## src/rtl/pb_debounce_pkg.sv

```systemverilog
// Shared defaults and width helpers for the multi-channel push-button debouncer.
// Enable the long-press detector by defining PB_LONG_PRESS_EN.
package pb_debounce_pkg;

    localparam int N_CH_DEF       = 4;
    localparam int TICK_DIV_DEF   = 250;
    localparam int STABLE_CNT_DEF = 3;
    localparam int LONG_TICKS_DEF = 1000;

    // Bits needed to hold values 0..max_val (never less than one bit).
    function automatic int ctr_w(input int max_val);
        return (max_val < 1) ? 1 : $clog2(max_val + 1);
    endfunction

    localparam int TICK_W_DEF = ctr_w(TICK_DIV_DEF - 1);
    localparam int CNT_W_DEF  = ctr_w(STABLE_CNT_DEF);
    localparam int HOLD_W_DEF = ctr_w(LONG_TICKS_DEF);

endpackage

```

## src/rtl/pb_debounce_chan.sv

```systemverilog
// One debounce channel: 2-FF synchroniser, tick-qualified level, rise/fall pulses,
// and (with PB_LONG_PRESS_EN) a saturating hold counter producing pb_long.
//   clk, rst (sync, active-high), tick (shared sample enable), pb_in (raw async)
//   pb_level, pb_rise, pb_fall, pb_long (all registered)
module pb_debounce_chan
    import pb_debounce_pkg::*;
#(
    parameter int STABLE_CNT = STABLE_CNT_DEF
`ifdef PB_LONG_PRESS_EN
    ,
    parameter int LONG_TICKS = LONG_TICKS_DEF
`endif
) (
    input  logic clk,
    input  logic rst,
    input  logic tick,
    input  logic pb_in,
    output logic pb_level,
    output logic pb_rise,
    output logic pb_fall,
    output logic pb_long
);

    localparam int CW = ctr_w(STABLE_CNT);
    localparam logic [CW-1:0] CNT_LAST = CW'(STABLE_CNT - 1);

    logic          s1;
    logic          s2;
    logic [CW-1:0] cnt;

    // Synchroniser runs every clk so the tick only picks the sample instant.
    always_ff @(posedge clk) begin
        if (rst) begin
            s1 <= 1'b0;
            s2 <= 1'b0;
        end else begin
            s1 <= pb_in;
            s2 <= s1;
        end
    end

    // Any sample agreeing with the current level restarts qualification,
    // so a glitch shorter than STABLE_CNT ticks never changes the level.
    always_ff @(posedge clk) begin
        if (rst) begin
            cnt      <= '0;
            pb_level <= 1'b0;
            pb_rise  <= 1'b0;
            pb_fall  <= 1'b0;
        end else begin
            pb_rise <= 1'b0;
            pb_fall <= 1'b0;
            if (tick) begin
                if (s2 == pb_level) begin
                    cnt <= '0;
                end else if (cnt == CNT_LAST) begin
                    cnt      <= '0;
                    pb_level <= s2;
                    pb_rise  <= s2;
                    pb_fall  <= ~s2;
                end else begin
                    cnt <= cnt + 1'b1;
                end
            end
        end
    end

`ifdef PB_LONG_PRESS_EN
    localparam int HW = ctr_w(LONG_TICKS);
    localparam logic [HW-1:0] HOLD_MAX = HW'(LONG_TICKS);

    logic [HW-1:0] hold;

    // Saturation at HOLD_MAX is what limits pb_long to one pulse per press;
    // dropping pb_level clears the counter and re-arms it.
    always_ff @(posedge clk) begin
        if (rst) begin
            hold    <= '0;
            pb_long <= 1'b0;
        end else begin
            pb_long <= 1'b0;
            if (!pb_level) begin
                hold <= '0;
            end else if (tick && hold != HOLD_MAX) begin
                hold    <= hold + 1'b1;
                pb_long <= (hold == HOLD_MAX - 1'b1);
            end
        end
    end
`else
    assign pb_long = 1'b0;
`endif

endmodule

```

## src/rtl/pb_debounce_multi.sv

```systemverilog
// N-channel push-button debouncer in a single clock domain, sampled by a shared tick.
// Ports: clk, rst (sync, active-high), pb_in[N_CH], pb_level/pb_rise/pb_fall/pb_long[N_CH].
// Long-press pulses exist only when PB_LONG_PRESS_EN is defined; otherwise pb_long is 0.
module pb_debounce_multi
    import pb_debounce_pkg::*;
#(
    parameter int N_CH       = N_CH_DEF,
    parameter int TICK_DIV   = TICK_DIV_DEF,
    parameter int STABLE_CNT = STABLE_CNT_DEF
`ifdef PB_LONG_PRESS_EN
    ,
    parameter int LONG_TICKS = LONG_TICKS_DEF
`endif
) (
    input  logic            clk,
    input  logic            rst,
    input  logic [N_CH-1:0] pb_in,
    output logic [N_CH-1:0] pb_level,
    output logic [N_CH-1:0] pb_rise,
    output logic [N_CH-1:0] pb_fall,
    output logic [N_CH-1:0] pb_long
);

    localparam int TW = ctr_w(TICK_DIV - 1);
    localparam logic [TW-1:0] TICK_LAST = TW'(TICK_DIV - 1);

    logic [TW-1:0] tick_cnt;
    logic          tick;

    // Tick is high during the last count, so the first one after reset
    // falls on clk cycle TICK_DIV.
    assign tick = (tick_cnt == TICK_LAST);

    always_ff @(posedge clk) begin
        if (rst) begin
            tick_cnt <= '0;
        end else if (tick) begin
            tick_cnt <= '0;
        end else begin
            tick_cnt <= tick_cnt + 1'b1;
        end
    end

    for (genvar g = 0; g < N_CH; g++) begin : g_ch
        pb_debounce_chan #(
            .STABLE_CNT(STABLE_CNT)
`ifdef PB_LONG_PRESS_EN
            ,
            .LONG_TICKS(LONG_TICKS)
`endif
        ) u_chan (
            .clk     (clk),
            .rst     (rst),
            .tick    (tick),
            .pb_in   (pb_in[g]),
            .pb_level(pb_level[g]),
            .pb_rise (pb_rise[g]),
            .pb_fall (pb_fall[g]),
            .pb_long (pb_long[g])
        );
    end

endmodule

```

## config.mk

```make
export PLATFORM = sky130hd
export DESIGN_NAME = pb_debounce_multi
export DESIGN_NICKNAME = d
export VERILOG_FILES = /design/src/rtl/pb_debounce_pkg.sv /design/src/rtl/pb_debounce_chan.sv /design/src/rtl/pb_debounce_multi.sv
export SDC_FILE = /design/constraint.sdc
export NUM_CORES = 1
export LEC_CHECK = 0
export CAP_MARGIN = 20
export CORE_MARGIN = 3
export CORE_UTILIZATION = 57
export CTS_CLUSTER_SIZE = 8
export DETAILED_ROUTE_END_ITERATION = 7
export PLACE_DENSITY_LB_ADDON = 0.05
export SYNTH_ARGS = -nofsm -noshare
export SYNTH_HDL_FRONTEND = slang
export SYNTH_SLANG_ARGS = --single-unit
```

## constraint.sdc

```tcl
create_clock -name clk -period 3.07 [get_ports clk]
set_input_delay 0.614 -clock clk [delete_from_list [all_inputs] [get_ports clk]]
set_output_delay 0.614 -clock clk [all_outputs]
set_load 0.05 [all_outputs]
```

==> results.toml <==
[run_status]
status = "complete, no violations"

[worst_setup_path]
crit_buf_inv = 1
cp.arrival_ps = 1620
reg2reg_from = "tick_cnt[0]"
start_kind = "flop"
r2r_end = "g_ch[2].u_chan.cnt[0]"
path_cells = "clkdlybuf4s50_1"
critPathTopFamily = "buffers and inverters"
cp_slowest_stage_delay_ps = 840
reg2reg_slack_ps = 1100
crit_path_top_delay_cell = "clkdlybuf4s50_1"
critPathCaptureType = "primary output"
crit_fanout = 5
crit_type = "flop to primary output"
required_ps = 2460
worstRegToRegCells = 4
setup.worst_path.start = "g_ch[3].u_chan.pb_level"

[placement]
hpwlAfterDp_mm = 2.025
io_buffers = 17
place_area_um2 = 1694
gp_congestion = 0.7941

[yosys]
synth_cell_types = 38
yosysTopAreaCell = "dfxtp_1"
yosys_warnings = 0
avgSynthCellArea_um2 = 9.910
synth_area_leaders = "dfxtp_1 (45%), buf_4 (7.4%), nor4b_2 (3.7%)"
syn_inst = 163
synth_top_area_share_pct = 44.62
synth_seq_cells = 36
synth_area_um2 = 1615
ys_seq_area_share_pct = 44.62

[clock_tree]
cts.clk_slew.worst_paths_ps = 110
cts_max_path_buffers = 2
htree_levels = 2
cts_num_sinks = 36
clk-insertion-delay-late_ps = 340
numCtsBuffers = 5
cts_hold_buf = 0
cts_resized = 0
tritoncts = "built"
cts_setup_buffers = 0
clock-root-buffer = "clkbuf_4"

[min_path]
hold_path_class = "flop to flop"
min_to = "g_ch[3].u_chan.s2"
hold_start = "g_ch[3].u_chan.s1"
hold_path_depth = 1

[timing]
finalCritPeriodShare_pct = 72.66
hold_viol = 0
tns_ps = 0
slew_violations = 0
fin_skew_ps = 18.22
rsz0062_at_grt = "false"
setup_viol = 0
worstMarginPinSlew_ps = 859.5
period_needed_ps = 2231
slew-limit-headroom_pct = 42.49
max_freq_mhz = 448.3

[grt]
grt_max_degree = 18
grt_pass1_vias = 1086
grt_pass1_wl_mm = 4.726
groute.usage.overall_pct = 18.33
overflow = 0
antenna_found_initial = 0

[floorplanning]
fp.dieArea_um2 = 3509
num_rows = 18
ioPinCount = 22
fp.dieH_um = 59.24
start_util_pct = 62.37
die_x_um = 59.24
fp.coreArea_um2 = 2590

[detailed_routing]
drc = 0
first_pass_iters = 4
ant_nets = 0
wl_per_cell_um = 14.13
drt-initial-drc-count = 25
wl_mm = 2.825
vias = 1180
viasPerCell = 5.900

[pwr]
ir_drop_uv = 522.0
power_leakage_nw = 0.6574
powerDensity_nw_per_um2 = 484.7

[finish]
drive_gt1_share_pct = 11.76
final_area_um2 = 1770
multiInputGateArea_um2 = 724.4
antennaDiodeCount = 0
area_growth_syn_to_layout_pct = 9.605
nets = 177
regArea_um2 = 720.7
fillCellCount = 208

[flow_run]
cap_violations = 0
==> layout by cell type, fill, tap and decap left out, drive strengths merged, types with 2 or more instances in the layout <==
cell,count
nor3,9
clkbuf,6
conb,4
a31o,3
inv,7
nand2,2
ha,2
a22o,3
dfxtp,36
o31ai,4
nand4b,2
a21oi,8
xnor2,4
or4,4
nor4b,4
nand4,3
nand2b,9
xor2,3
nor2b,8
o21ai,3
and3,2
clkdlybuf4s50,17
buf,2
nand3,5
nor4,8
==> synthesized netlist by cell type (all sizes together) <==
| master | instances |
|---|---|
| a211oi | 1 |
| a21o | 1 |
| a21oi | 8 |
| a221o | 1 |
| a22o | 3 |
| a311oi | 1 |
| a31o | 3 |
| a31oi | 1 |
| a41oi | 1 |
| and2 | 1 |
| and3 | 2 |
| and4b | 1 |
| buf | 18 |
| clkbuf | 5 |
| conb | 1 |
| dfxtp | 36 |
| ha | 2 |
| inv | 7 |
| nand2 | 2 |
| nand2b | 9 |
| nand3 | 5 |
| nand4 | 3 |
| nand4b | 2 |
| nor2 | 1 |
| nor2b | 8 |
| nor3 | 9 |
| nor3b | 1 |
| nor4 | 8 |
| nor4b | 4 |
| o21ai | 3 |
| o31ai | 4 |
| or4 | 4 |
| xnor2 | 4 |
| xor2 | 3 |
==> registers in the layout, summed over array words and instances, names as in the netlist <==
name	count
tick_cnt	8
g_ch.u_chan.pb_level	4
g_ch.u_chan.pb_fall	4
g_ch.u_chan.cnt	8
g_ch.u_chan.pb_rise	4
g_ch.u_chan.s1	4
g_ch.u_chan.s2	4
==> worst max path at each step <==
stage                     slack (ps)  cells after the start                     end
after floorplan                 1460                      4             tick_cnt[3]
after CTS                        830                      1             pb_level[2]
final                            840                      1             pb_level[3]
after detailed placement         980                      4  g_ch[1].u_chan.pb_rise
after global placement          1030                      4  g_ch[0].u_chan.pb_fall
after global routing             780                      1             pb_level[2]
==> through the flow <==
step	cells	setup slack [ps]	util [%]	hold WS, ps	power [mW]
finish	200	839.3	68.36	453.1	0.8582
global route	200	781.2	68.36	462.7	0.8930
CTS	200	833.5	68.36	458.2	0.8645
detailed placement	192	984.0	65.41	435.2	0.5457
global placement	192	1033	65.41	418.9	0.5437
floorplan	166	1465	-	413.8	0.5356
==> cell type report <==
type                       instances  share of cell area (%)
inverter                           7                   1.484
tap                               30                   2.120
clock buffer                       6                   2.332
multi-input combinational        100                   40.92
clock inverter                     2                   1.979
timing repair buffer              19                   10.46
sequential                        36                   40.71
==> cells by family (layout without fill, tap and decap cells) <==
logic type,count (synthesis),in the layout,synth area share (%)
compound gates,27,27,11.54
xor+xnor,7,7,3.796
fa+ha+maj,2,2,1.549
buf+inv,30,34,11.23
flops,36,36,44.62
other cells,1,4,0.2322
simple gates,60,60,27.03
==> per-layer routing <==
metal  up-vias  wire length (um)  global-route usage, %
met5         -                 0                      0
met4         0                69                  10.68
met3         8               136                  5.229
met2        31              1366                  29.95
met1       556              1253                  21.17
li1        585                 -                      -
==> where the power goes <==
| part | leakage, nW | switching, mW | total (mW) | internal, mW |
|---|---|---|---|---|
| Clock | 0.0422 | 0.152 | 0.323 | 0.171 |
| Combinational | 0.323 | 0.0279 | 0.0480 | 0.0201 |
| Sequential | 0.292 | 0.0107 | 0.487 | 0.476 |
Note: power is estimated with default switching activity, not from simulation.
